==> config.mk <==
export PLATFORM = sky130hd
export DESIGN_NAME = uart_burst_sequencer
export DESIGN_NICKNAME = d
export VERILOG_FILES = /design/src/rtl/uart_burst_sequencer.sv
export SDC_FILE = /design/constraint.sdc
export NUM_CORES = 1
export LEC_CHECK = 0
export ABC_AREA = 1
export ABC_CLOCK_PERIOD_IN_PS = 1600
export CAP_MARGIN = 20
export CORE_ASPECT_RATIO = 1.4
export CORE_MARGIN = 5
export CORE_UTILIZATION = 45
export CTS_CLUSTER_DIAMETER = 100
export CTS_CLUSTER_SIZE = 40
export DETAILED_ROUTE_END_ITERATION = 12
export PLACE_DENSITY = 0.79
export SLEW_MARGIN = 20
export SYNTH_ARGS = -nofsm -noshare
export SYNTH_HDL_FRONTEND = slang
export SYNTH_SLANG_ARGS = --single-unit
==> constraint.sdc <==
create_clock -name clk -period 1.6 [get_ports clk]
set_clock_uncertainty 0.05 [all_clocks]
set_input_delay 0.32 -clock clk [delete_from_list [all_inputs] [get_ports clk]]
set_output_delay 0.32 -clock clk [all_outputs]
set_load 0.005 [all_outputs]
==> src/rtl/uart_burst_sequencer.sv <==
// rtl/uart_burst_sequencer.sv - sequences UART load/send controls for queued byte bursts
// All state advances only on baud_tick; tx_busy handshake marks each byte's completion.
module uart_burst_sequencer #(
  parameter int DATA_W    = 8,
  parameter int DEPTH     = 4,
  parameter int GAP_TICKS = 2,
  parameter int START_TMO = 4,
  localparam int IDX_W    = $clog2(DEPTH)
) (
  input  logic              clk,
  input  logic              rst_n,
  input  logic              baud_tick,
  input  logic [1:0]        mode,
  input  logic              start,
  input  logic              abort,
  input  logic [IDX_W:0]    burst_len,
  input  logic              man_load,
  input  logic              man_send,
  input  logic [DATA_W-1:0] man_data,
  input  logic              tx_busy,
  output logic              tx_load,
  output logic              tx_send,
  output logic [DATA_W-1:0] tx_data,
  output logic [IDX_W-1:0]  byte_idx,
  output logic              busy,
  output logic              done,
  output logic              err_tmo
);

  localparam int TMO_W = $clog2(START_TMO + 1);
  localparam int GAP_W = $clog2(GAP_TICKS + 1);
  localparam logic [TMO_W-1:0] TMO_LAST = TMO_W'(START_TMO - 1);
  localparam logic [TMO_W-1:0] TMO_ONE  = TMO_W'(1);
  localparam logic [GAP_W-1:0] GAP_LAST = GAP_W'(GAP_TICKS - 1);
  localparam logic [GAP_W-1:0] GAP_ONE  = GAP_W'(1);
  localparam logic [IDX_W:0]   LEN_ONE  = (IDX_W + 1)'(1);
  localparam logic [IDX_W:0]   LEN_MAX  = (IDX_W + 1)'(DEPTH);
  localparam logic [IDX_W-1:0] IDX_ONE  = IDX_W'(1);

  typedef enum logic [2:0] {S_IDLE, S_SEND, S_WAIT, S_ADV, S_HOLD} state_t;

  state_t            state, state_nx;
  logic [IDX_W-1:0]  idx_nx;
  logic [IDX_W:0]    len, len_nx;
  logic [TMO_W-1:0]  tmo_cnt, tmo_nx;
  logic [GAP_W-1:0]  gap_cnt, gap_nx;
  logic              err_nx, done_nx;
  logic              start_q;
  logic              start_edge;
  logic              last_byte;

  assign start_edge = start & ~start_q;
  assign last_byte  = ({1'b0, byte_idx} == (len - LEN_ONE));

  always_ff @(posedge clk or negedge rst_n) begin
    if (!rst_n) begin
      state    <= S_IDLE;
      byte_idx <= '0;
      len      <= '0;
      tmo_cnt  <= '0;
      gap_cnt  <= '0;
      err_tmo  <= 1'b0;
      done     <= 1'b0;
      start_q  <= 1'b0;
    end else if (baud_tick) begin
      state    <= state_nx;
      byte_idx <= idx_nx;
      len      <= len_nx;
      tmo_cnt  <= tmo_nx;
      gap_cnt  <= gap_nx;
      err_tmo  <= err_nx;
      done     <= done_nx;
      start_q  <= start;
    end
  end

  always_comb begin
    state_nx = state;
    idx_nx   = byte_idx;
    len_nx   = len;
    tmo_nx   = tmo_cnt;
    gap_nx   = gap_cnt;
    err_nx   = err_tmo;
    done_nx  = 1'b0;
    if (abort && state != S_IDLE) begin
      state_nx = S_IDLE;
    end else begin
      case (state)
        S_IDLE: begin
          if (start_edge && mode != 2'b00 && burst_len != '0) begin
            len_nx   = (burst_len > LEN_MAX) ? LEN_MAX : burst_len;
            idx_nx   = '0;
            err_nx   = 1'b0;
            tmo_nx   = '0;
            state_nx = S_SEND;
          end
        end
        S_SEND: begin
          // A busy rise on the timeout tick still counts as a successful start.
          if (tx_busy) begin
            gap_nx   = '0;
            state_nx = S_WAIT;
          end else if (tmo_cnt == TMO_LAST) begin
            err_nx   = 1'b1;
            state_nx = S_HOLD;
          end else begin
            tmo_nx = tmo_cnt + TMO_ONE;
          end
        end
        S_WAIT: begin
          if (tx_busy) begin
            gap_nx = '0;
          end else if (gap_cnt == GAP_LAST) begin
            gap_nx   = '0;
            state_nx = S_ADV;
          end else begin
            gap_nx = gap_cnt + GAP_ONE;
          end
        end
        S_ADV: begin
          tmo_nx = '0;
          if (last_byte) begin
            if (mode == 2'b10 && start) begin
              idx_nx   = '0;
              state_nx = S_SEND;
            end else begin
              done_nx  = 1'b1;
              state_nx = S_HOLD;
            end
          end else begin
            idx_nx   = byte_idx + IDX_ONE;
            state_nx = S_SEND;
          end
        end
        S_HOLD: begin
          // Held start button must be released before another burst can begin.
          if (!start) state_nx = S_IDLE;
        end
        default: state_nx = S_IDLE;
      endcase
    end
  end

  always_comb begin
    tx_load = 1'b0;
    tx_send = 1'b0;
    tx_data = '0;
    case (state)
      S_IDLE: begin
        tx_load = man_load;
        tx_send = man_send;
        tx_data = man_data;
      end
      S_SEND:  tx_send = 1'b1;
      S_ADV:   tx_load = 1'b1;
      default: ;
    endcase
  end

  assign busy = (state != S_IDLE);

endmodule

=== Word level (Yosys, flattened, before mapping) ===
Index checks and enable logic that the tools add are counted.

* Add/subtract/negate cells: 4
* $mul: 0
* Divide/modulo/power cells: 0
* Magnitude comparators: 1
* Equality and inequality tests: 19
* Shift-type cells: 0
* Muxes and demuxes: 34
* Bitwise gates (word level): 3
* Reduce and logical (&&, ||, !) cells: 18

{| class="wikitable"
|+ Operator list
! operator !! number
|-
| two-way mux 3 bit || 13
|-
| AND reduction 6 bit || 3
|-
| inequality test 3 bit, second input constant || 5
|-
| one-hot mux 3 bit (5 select lines) || 1
|-
| two-way mux 2 bit || 6
|-
| inequality test 2 bit, second input constant || 5
|-
| == test 3 x 2 -> 1 bit, second input constant || 3
|-
| one-hot mux 3 bit (3 select lines) || 1
|-
| nonzero test 3 bit || 3
|-
| two-way mux 8 bit || 1
|-
| one-hot mux 2 bit (2 select lines) || 2
|-
| AND reduction 4 bit || 2
|-
| nonzero test 2 bit || 4
|-
| two-way mux 1 bit || 7
|-
| one-hot mux 1 bit (2 select lines) || 3
|-
| AND reduction 5 bit || 1
|-
| adder 2 x 1 -> 2 bit, second input constant || 2
|-
| logical AND 1 bit || 4
|-
| inequality test 4 bit, second input constant || 1
|-
| adder 3 x 1 -> 3 bit, second input constant || 1
|-
| == test 2 x 3 -> 1 bit || 1
|-
| == test 3 x 1 -> 1 bit, second input constant || 1
|-
| == test 3 bit, second input constant || 1
|-
| greater-than comparator 3 bit, second input constant || 1
|-
| 6 further kinds || 7
|}

* Flip-flop bits (word level): 16
* Bits in latches: 0
* Bits in writable memories: 0
* ROM bits: 0
* Memories: 0

=== Depth between registers and ports, before layout ===
* Depth in word-level cells: 7
* Mapped depth: 11
* Mapped depth without buffers: 11

=== Least setup slack after synthesis ===
Ideal clock, no wire load.

* Kind: reg-to-reg
* Start: reg len[0]
* End: reg state[2]
* Library setup time: 0.074 ns
* Arrival time: 1.309 ns
* Data required time: 1.476 ns
* Slack: 0.167 ns
* Stages on the path, launching flop included: 11
* Buffers on the path: 0
* Clock period less this slack: 1.433 ns
* Cells stage by stage: dfrtp_1 > inv_1 > ha_1 > inv_1 > nand2_1 > nand2_1 > nor2_1 > nand4_2 > nand2_1 > nand2_1 > o21ai_2

* Word-level cells in the longest chain between the ends: 5

{| class="wikitable"
|+ Ends and longest elaborated chain
! item !! line !! text
|-
| start, declared || 44 || <nowiki>logic [IDX_W:0] len, len_nx;</nowiki>
|-
| start signal, assigned || 68 || <nowiki>len <= len_nx;</nowiki>
|-
| subtractor 3 x 1 -> 3 bit || 53 || <nowiki>assign last_byte = ({1'b0, byte_idx} == (len - LEN_ONE));</nowiki>
|-
| == test 2 x 3 -> 1 bit || 53 ||
|-
| two-way mux 3 bit || 122 || <nowiki>if (last_byte) begin</nowiki>
|-
| one-hot mux 3 bit (5 select lines) || 88 || <nowiki>case (state)</nowiki>
|-
| two-way mux 3 bit || 85 || <nowiki>if (abort && state != S_IDLE) begin</nowiki>
|-
| end signal, assigned || 66 || <nowiki>state <= state_nx;</nowiki>
|-
| end, declared || 42 || <nowiki>state_t state, state_nx;</nowiki>
|}

Every way passes these cells.
A chain may end at the register's enable or synchronous reset.

=== Worst setup path in the final report ===
* Start: reg state[0]
* End: out tx_load

* Word-level cells in the longest chain between the ends: 2
* Elaborated cells on any way between the ends: 3
* Those cells by class: eq/ne: 1; mux: 1; reduce/logical: 1

{| class="wikitable"
|+ Ends and longest elaborated chain
! item !! line !! text
|-
| == test 3 x 2 -> 1 bit or zero test 3 bit (tied branches) || 148 || <nowiki>case (state)</nowiki>
|-
| one-hot mux 1 bit (2 select lines) (*) || 148 ||
|-
| end, declared || 21 || <nowiki>output logic tx_load,</nowiki>
|}

Mark *: on every way between the ends. The rest lies on a longest branch, timed or not.

==> impl_metrics.ini <==
[sta]
holdWs_ns = 0.289
worst_pin_slew_ns = 0.359
timing.final.crit_period_ns = 1.76
hold_viol_final = 0
slew_headroom = 0.759
finalSetupViolCount = 19
max_freq_ghz = 0.568
fin_crit_sh = 1.10
rsz0062_at_grt = true
fin_ws_ns = -0.159
report.final.slew_viol_count = 0

[power_and_ir_drop]
p_per_area_nw_per_um2 = 1810
power_frac_comb = 0.753
pwr-share-clk = 0.063
leakage_uw = 0.000985
intPower_uw = 1860
pwr-share-seq = 0.184
finalPower_uw = 3620
switching_share = 0.488
irDropWorstVdd_mv = 1.10
switchingPower_uw = 1770

[clocking]
cts.clk_slew.worst_paths_ns = 0.09
cts_tree = built
cts.htree.levels = 1
numCtsBuffers = 3
clock-sinks = 16
clk_latency_ns = 0.30
cts_max_path_buffers = 2
root_buffer = clkbuf_4
ctsHoldBuffers = 0

[logic_synthesis]
ys_types = 25
synth_top_area_share = 0.364
synthCells = 163
synth_common_cells = nand2_1, inv_1, nor2_1, dfrtp_1, nand3_1
seq_area_frac_synth = 0.364
synthesis.area_um2 = 1100
async_reset_ff_frac = 1.00
synthTopCellsByArea = dfrtp_1, nand2_1, inv_1
ys_warn_count = 0
yosys.cell_count.top_type = nand2_1
syn_avg_cell_area_um2 = 6.75
syn_nets = 187
synth-seq-cells = 16
synthFlopType = dfrtp_1
synth.largest_area_cell = dfrtp_1
synth_edf_count = 0

[final_layout]
n_antenna_cell = 0
drive_gt1_frac = 0.458
areaGrowthSynthToFinish_pct = 81.9
design_area_um2 = 2000
nets = 262

[placed_design]
port_buffers = 35
place_area_um2 = 1660
gp_congestion = 0.858
place_hpwl_um = 2470
pre_cts_ws_ns = -0.222

[setup_path]
criticalPathCategory = reg2out
path_delay_family = flip-flops
worstPathRequired_ns = 1.23
path_cells = buf_6 > inv_2 > nor3_4 > inv_1 > nand2_2 > buf_6
slowest_delay_ns = 0.43
critPathMaxFanout = 2
cpMaxStageDelayCell = dfrtp_1
cp.buffers_inverters = 4
path_common_cell = buf_6
critical_path_arrival_ns = 1.39
end_kind = output port
start_kind = flop

[route]
viasPerCell = 5.44
routedWlPerCell_um = 16.4
drt_iter0_drc = 28
dr.pass1.iters = 4
antenna_left = 0
drc_errors = 0
drt-total-wl_um = 4240
via_count = 1410

[floorplan]
start_util = 0.465
io_pins = 36
die_h_um = 68.5
dieArea_um2 = 3550
die_x_um = 51.8
core_area_um2 = 2360
num_rows = 21

[global_routing]
grt_util_all_layers = 0.216
grt_pass1_wl_um = 5690
grt_pass1_vias = 1393
antenna_found_initial = 0
overflow = 0
grt_max_degree = 17

[run_status]
outcome = finished with violations
violations = setup timing

[min_path]
min_path_type = in2async

[job]
drv_cap = 0
## path summary, 6_finish.rpt
kind                                                 to                 start  slack [ns]  depth (start not counted)
max in group asynchronous          state[2]$_DFFE_PN0P_                 rst_n        1.01                          2
worst min-delay path            byte_idx[0]$_DFFE_PN0P_                 rst_n        0.29                          2
worst max-delay path                            tx_load  state[0]$_DFFE_PN0P_       -0.16                          6
min in group clk                       done$_DFFE_PN0P_      done$_DFFE_PN0P_        0.46                          2
worst max register to register     state[1]$_DFFE_PN0P_  state[0]$_DFFE_PN0P_       -0.05                         11
worst min register to register         done$_DFFE_PN0P_      done$_DFFE_PN0P_        0.46                          2
## metrics by stage
stage               TNS, ns   util  instances
floorplan                 0      -        163
detailed placement    -3.97  0.703        245
global placement      -3.29  0.703        245
finish                -1.36  0.846        259
CTS                  -0.353  0.760        260
global route          -2.73  0.846        259
## metal layers
metal | global-route usage | wire [µm] | up-vias
met1 | 0.215 | 1510 | 666
met5 | 0 | 0 | -
met2 | 0.409 | 2320 | 61
met4 | 0.125 | 193 | 0
li1 | - | - | 659
met3 | 0.0430 | 215 | 24
## worst reg2reg max path: cells and delay by family (launching register included)
| kind | cells | cell delay, ns |
|---|---|---|
| simple gates | 7 | 0.64 |
| compound gates | 1 | 0.08 |
| buf+inv | 3 | 0.37 |
| flops | 1 | 0.44 |
## layout by cell type (no fill, tap or decap), types with 2 or more instances in the layout
| cell | instances |
|---|---|
| nand2_1 | 30 |
| buf_4 | 28 |
| inv_1 | 27 |
| clkdlybuf4s50_1 | 24 |
| dfrtp_1 | 14 |
| nand2_2 | 11 |
| nor2_1 | 10 |
| buf_2 | 10 |
| buf_6 | 8 |
| nand3_1 | 7 |
| nor2_2 | 6 |
| o21ai_1 | 6 |
| nor2_4 | 5 |
| nand3_2 | 5 |
| nand2_4 | 5 |
| o21ai_2 | 4 |
| inv_4 | 3 |
| inv_2 | 3 |
| nand3_4 | 3 |
| a21oi_2 | 3 |
| clkbuf_4 | 3 |
| nand2_8 | 2 |
| a21oi_1 | 2 |
| o22ai_1 | 2 |
| ha_1 | 2 |
| dfrtp_2 | 2 |
## sequential cells by signal, summed over array words and instances, names as in the netlist
name	flops
gap_cnt	2
state	3
tmo_cnt	3
err_tmo	1
done	1
byte_idx	2
len	3
start_q	1
## area by class of cell
type | instances | area, µm²
Sequential cell | 16 | 403
Timing Repair Buffer | 70 | 591
Inverter | 34 | 140
Clock buffer | 3 | 22.5
Multi-Input combinational cell | 113 | 816
Fill cell | 136 | 364
Tap cell | 23 | 28.8
## cell families after synthesis
| family | share of synthesized area |
|---|---|
| AO/OA/AOI/OAI | 0.109 |
| XOR/XNOR | 0.00797 |
| adder cells (fa/ha/maj) | 0.0341 |
| buffers and inverters | 0.121 |
| flip-flops | 0.364 |
| AND/OR/NAND/NOR | 0.364 |
## power groups by stage
stage | clock, µW | combinational, µW | sequential (µW)
floorplan | 0 | 953 | 650
global placement | 0 | 1800 | 642
detailed placement | 0 | 1850 | 649
CTS | 216 | 2150 | 642
global route | 251 | 2930 | 678
finish | 228 | 2730 | 668
## repair_timing
action                                  4_1_cts  5_1_grt
gates cloned                                  1        0
pin swaps                                    11       13
buffers inserted                             14        1
gates resized for setup                      64       52
endpoints found under the setup margin       17       26
Power figures use the tool's default switching activity.
==> patch 1, RTL diff (same settings) <==
The 5 states of `state_t` get a one-hot encoding in 5 bits.
--- a/src/rtl/uart_burst_sequencer.sv
+++ b/src/rtl/uart_burst_sequencer.sv
@@ -37,7 +37,7 @@
   localparam logic [IDX_W:0]   LEN_MAX  = (IDX_W + 1)'(DEPTH);
   localparam logic [IDX_W-1:0] IDX_ONE  = IDX_W'(1);
 
-  typedef enum logic [2:0] {S_IDLE, S_SEND, S_WAIT, S_ADV, S_HOLD} state_t;
+  typedef enum logic [4:0] {S_IDLE = 5'b00001, S_SEND = 5'b00010, S_WAIT = 5'b00100, S_ADV = 5'b01000, S_HOLD = 5'b10000} state_t;
 
   state_t            state, state_nx;
   logic [IDX_W-1:0]  idx_nx;
Check against the original RTL: no difference found for any inputs over 10 cycles, from zero or initial values and one cycle with rst_n low; not proved beyond that.
==> patch 1 against the unedited design <==
The run still ends with setup timing left. Final area is 12% higher. Synthesized area is 13% higher. Largest power group unchanged. Sequential cell count is 2 higher. Worst setup slack worse by 0.26 ns. Sequential share of layout area is 0.075 points higher. Routed wire length is 28% higher. Sequential power is 1% lower. Power is 6.0% lower. Via count is 18% higher.
==> patch 1: results (changes against the unedited design) <==
----------------------------------------------------
[Logic synthesis]
  Top FF cell, synth ... dfrtp_1
  XOR/XNOR Fraction of Synth Area ... 1.41% (+0.61 points)
  Most instantiated cells after synthesis ... 54 x nand2_1, 30 x inv_1, 20 x nor2_1
  Number of instances in the synthesized netlist ... 182 (+12%)
  Fraction of synthesized area in multiplexers ... 0% (unchanged)
  Unique masters post-synth ... 27 (+8.0%)
  Adder and majority gate portion of the synthesized area ... 3.02% (-0.39 points)
  Number of warning messages in the yosys log ... 0 (unchanged)
  Share of synthesized registers carrying an async set or reset ... 100% (unchanged)
  Sequential fraction of the synthesis area ... 36.4% (about the same)
  Synthesized net count ... 206 (+10%)
  Share of the synthesized area in compound gates (AO/OA/AOI/OAI) ... 4.94% (-6.0 points)
  Cell types occupying the most area after synthesis ... dfrtp_1 34%, nand2_1 16%, inv_1 9.1%

[STA]
  Total Negative Setup Slacks ... -5.47 ns (-4.12 ns)
  Number of failing setup endpoints in the final timing report ... 27 (+8)
  Worst slew margin relative to its limit ... 83.0% (+7.0 points)
  Slack of the critical path ... -0.419 ns (-0.260 ns)

[Global route]
  Maximum number of pins on one net before global-route repair ... 19 (+2)
  First-pass GRT wire length ... 6.63 mm (+17%)
  Initial antenna violation count ... 0 (unchanged)
  Combined global-route utilization of all metal layers ... 22.9% (+1.3 points)
  Via count of the first global-routing pass ... 1517 (+8.9%)

[Status]
  Violated checks ... setup timing
  Status ... complete, but fails checks

[Worst setup path]
  Largest stage delay on the critical path ... 0.56 ns (+0.13 ns)
  Master of the slowest instance on the critical path ... dfstp_2
  Arrival @ worst endpoint ... 1.65 ns (+0.26 ns)
  Depth of the worst register-to-register path ... 11 (unchanged)
  Max FO, Critical Path ... 4 (+2)
  Family with the most delay on the worst path ... flip-flops

[CTS]
  Buffer cell driving the clock tree root ... clkbuf_4
  Number of CTS-inserted buffers ... 3 (unchanged)
  Clk buf depth ... 2 (unchanged)
  H-tree levels ... 1 (unchanged)
  Clock latency reported for the late side of the worst-skew pair ... 0.29 ns

[Layout]
  Largest registers ranked by flip-flop count ... state x5, len x3, tmo_cnt x3
  Final-stage net count ... 290 (+11%)
  Count of inserted antenna diode cells ... 0 (unchanged)
  Fraction of layout cells with a size suffix above 1 ... 47.2% (+1.4 points)

[Routing]
  Avg Vias per Cell ... 5.52 (+1.4%)
  DRT iter0 DRCs ... 84 (+200%)
  DRT Pass-1 Iters ... 6 (+2)
  Avg WL per Cell ... 18.1 um (+10%)
  Total vias in the final route ... 1662 (+18%)

[Placed design]
  Post-detailed-placement cell area ... 1830 um2 (+10%)
  Placed cells ... 279 (+14%)
  Final RePlAce weighted congestion ... 0.895 (+4.3%)
  Buffers added on ports ... 35 (unchanged)
  DP Wirelength ... 2.73 mm (+11%)
  Dpl ws ... -0.284 ns (-0.0624 ns)

[Worst hold path]
  Type of the worst min-delay path ... input port to asynchronous set/reset pin

[Pwr]
  Largest voltage drop on the vdd net ... 0.00100 V (-9.0%)
  Leakage power of the design ... 1.12 nW (+14%)

----------------------------------------------------
patch 1: cells by family (layout without fill, tap and decap cells):
family / after synthesis / after routing
XOR/XNOR: 2 / 2
flip-flops: 18 / 18
AND/OR/NAND/NOR: 113 / 114
buffers and inverters: 35 / 117
adder cells (fa/ha/maj): 3 / 3
AO/OA/AOI/OAI: 11 / 11
patch 1: area by class of cell:
class                   count  area (um2)
clock buffers               4        36.3
fillers                   142         408
flip-flops and latches     18         452
multi-input cells         130         885
well taps                  36        45.0
inverters                  34         135
repair buffers             79         682
patch 1: repair_timing:
action	in CTS	in global routing
gates cloned	1	0
resized for setup	82	39
pin swaps	22	22
setup endpoints to repair	27	28
setup buffers	13	7
patch 1: final timing paths:
| check | endpoint | slack [ns] | from |
|---|---|---|---|
| worst max register to register | state[1] | -0.24 | state[0] |
| min in group clk | err_tmo | 0.43 | err_tmo |
| max in group asynchronous | state[0] | 0.92 | rst_n |
| worst min register to register | err_tmo | 0.43 | err_tmo |
| worst max-delay path | tx_send | -0.42 | state[0] |
| worst min-delay path | byte_idx[1] | 0.31 | rst_n |
patch 1: metal layers:
metal | vias to the layer above | GRT usage [%] | wire length [um]
met5 | - | 0 | 0
met4 | 0 | 8.31 | 392
met3 | 45 | 3.90 | 386
met2 | 103 | 41.9 | 2820
met1 | 774 | 25.2 | 1840
li1 | 740 | - | -
patch 1: power by group:
| group | switching (mW) | leakage [nW] | internal, mW |
|---|---|---|---|
| logic | 1.35 | 0.866 | 1.12 |
| registers | 0.0825 | 0.237 | 0.576 |
| clock network | 0.141 | 0.0210 | 0.139 |
==> patch 2, RTL diff (same settings) <==
Made on the original files. The parameter `START_TMO` goes from 4 to 8.
--- a/src/rtl/uart_burst_sequencer.sv
+++ b/src/rtl/uart_burst_sequencer.sv
@@ -4,7 +4,7 @@
   parameter int DATA_W    = 8,
   parameter int DEPTH     = 4,
   parameter int GAP_TICKS = 2,
-  parameter int START_TMO = 4,
+  parameter int START_TMO = 8,
   localparam int IDX_W    = $clog2(DEPTH)
 ) (
   input  logic              clk,
Behaviour: not the same (Yosys sat finds a counterexample within 10 cycles, from zero or initial values and one cycle with rst_n low).
==> patch 2 against the unedited design <==
The flow still finishes with violations (setup timing). Synthesized area is 11% higher. Final area grew 1.1%. Worst setup slack got worse by 0.0048 ns. Routed wire length rose by 2.5%. Sequential cell count grew 1. Power shrank 0.20%. Synthesized cell count up 12%. Global-route usage increased by 0.32 points. Largest power group unchanged.
==> patch 2: results (changes against the unedited design) <==
----------------------------------------------------
[Status]
  Status ... complete, but fails checks
  Violated checks ... setup timing

[Logic synthesis]
  Most instantiated cells after synthesis ... 60 x nand2_1, 25 x inv_1, 24 x nor2_1
  Unique masters post-synth ... 23 (-8.0%)
  Cell types occupying the most area after synthesis ... dfrtp_1 35%, nand2_1 18%, inv_1 7.7%
  Sequential fraction of the synthesis area ... 34.7% (-1.7 points)

[STA]
  Worst slew margin relative to its limit ... 75.6% (-0.36 points)
  Number of failing setup endpoints in the final timing report ... 20 (+1)
  Slack of the critical path ... -0.164 ns (-0.00476 ns)

[Worst setup path]
  End of the worst register-to-register path ... byte_idx[0]
  Worst flop-to-flop path startpoint ... len[1]
  Arrival @ worst endpoint ... 1.96 ns (+0.57 ns)

[Placed design]
  Final RePlAce weighted congestion ... 0.838 (-2.3%)
  DP Wirelength ... 2.62 mm (+6.1%)
  Dpl ws ... -0.199 ns (+0.0230 ns)

[Pwr]
  Largest voltage drop on the vdd net ... 0.00125 V (+13%)
  Leakage power of the design ... 1.07 nW (+8.2%)

[Layout]
  Largest registers ranked by flip-flop count ... tmo_cnt x4, len x3, state x3
  Filler cell count ... 185 (+36%)
  Fraction of layout cells with a size suffix above 1 ... 36.9% (-8.9 points)
  Final-stage net count ... 279 (+6.5%)

[Global route]
  Maximum number of pins on one net before global-route repair ... 18 (+1)
  First-pass GRT wire length ... 6.39 mm (+12%)
  Combined global-route utilization of all metal layers ... 21.9% (+0.32 points)

[Routing]
  Avg Vias per Cell ... 5.01 (-8.0%)
  Wirelength, routed ... 4.34 mm (+2.5%)

----------------------------------------------------
-- patch 2: where the power goes --
| group | leakage [nW] | total (mW) | switching [mW] | internal (mW) |
|---|---|---|---|---|
| Combinational | 0.825 | 2.74 | 1.46 | 1.28 |
| Sequential | 0.226 | 0.642 | 0.0983 | 0.544 |
| Clock | 0.0150 | 0.237 | 0.140 | 0.0972 |
| Total | 1.07 | 3.62 | 1.69 | 1.92 |
-- patch 2: metal layers --
layer	GRT usage [%]	vias to the layer above	part of all wire (%)
li1	-	705	-
met1	24.1	690	37
met2	39.5	52	55
met3	3.74	11	5.6
met4	9.14	0	2.7
met5	0	-	0
-- patch 2: worst max-delay path, cell delays in order, from the launching register on --
cell     delay [ns]
dfrtp_1        0.39
inv_2          0.06
ha_4           0.27
inv_2          0.03
nand2_1        0.05
nand2_1        0.06
nor2_2         0.15
nand4_1        0.33
nand2_1        0.21
nand2_1        0.07
nand2_1        0.05
-- patch 2: area by class of cell --
cell class / instances / area share [%]
Sequential cell: 17 / 21.0
Inverter: 30 / 5.81
Timing Repair Buffer: 68 / 29.1
Tap cell: 36 / 2.23
Clock buffer: 4 / 1.30
Multi-Input combinational cell: 136 / 40.6
-- patch 2: kinds of logic after synthesis --
logic type                 Yosys count  synth area share, %
AOI/OAI and AO/OA                   11                 4.69
xor gates and xnor gates             4                 2.86
and+or+nand+nor                    118                 45.4
adders and majority gates            2                 2.04
DFF                                 17                 34.7
buffers and inverters               31                 10.3
-- patch 2: timing repair --
| item | in CTS | in global routing |
|---|---|---|
| gates resized for setup | 59 | 39 |
| setup buffers | 8 | 5 |
| setup endpoints to repair | 21 | 27 |
| gates cloned | 1 | 0 |
| pin swaps | 12 | 20 |
-- patch 2: stage by stage --
step | hold WS (ns) | area [um2] | cells | TNS (ns) | total power [mW]
2_1_floorplan | -0.0256 | 1230 | 183 | 0 | 1.72
3_3_place_gp | 0.416 | 1760 | 273 | -2.56 | 2.55
3_5_place_dp | 0.434 | 1760 | 273 | -2.95 | 2.59
4_1_cts | 0.292 | 1860 | 286 | -0.910 | 3.12
5_1_grt | 0.305 | 2020 | 291 | -3.11 | 3.86
6_report | 0.292 | 2020 | 291 | -1.55 | 3.62
-- patch 2: worst max-delay path by stage --
stage	startpoint	endpoint	cells after the start	slack [ns]
floorplan	len[0]	byte_idx[0]	10	0.17
global placement	man_data[0]	tx_data[0]	4	-0.18
detailed placement	man_data[4]	tx_data[4]	4	-0.20
CTS	state[1]	tx_data[7]	5	-0.12
global route	len[1]	byte_idx[0]	10	-0.25
finish	len[1]	byte_idx[0]	10	-0.16
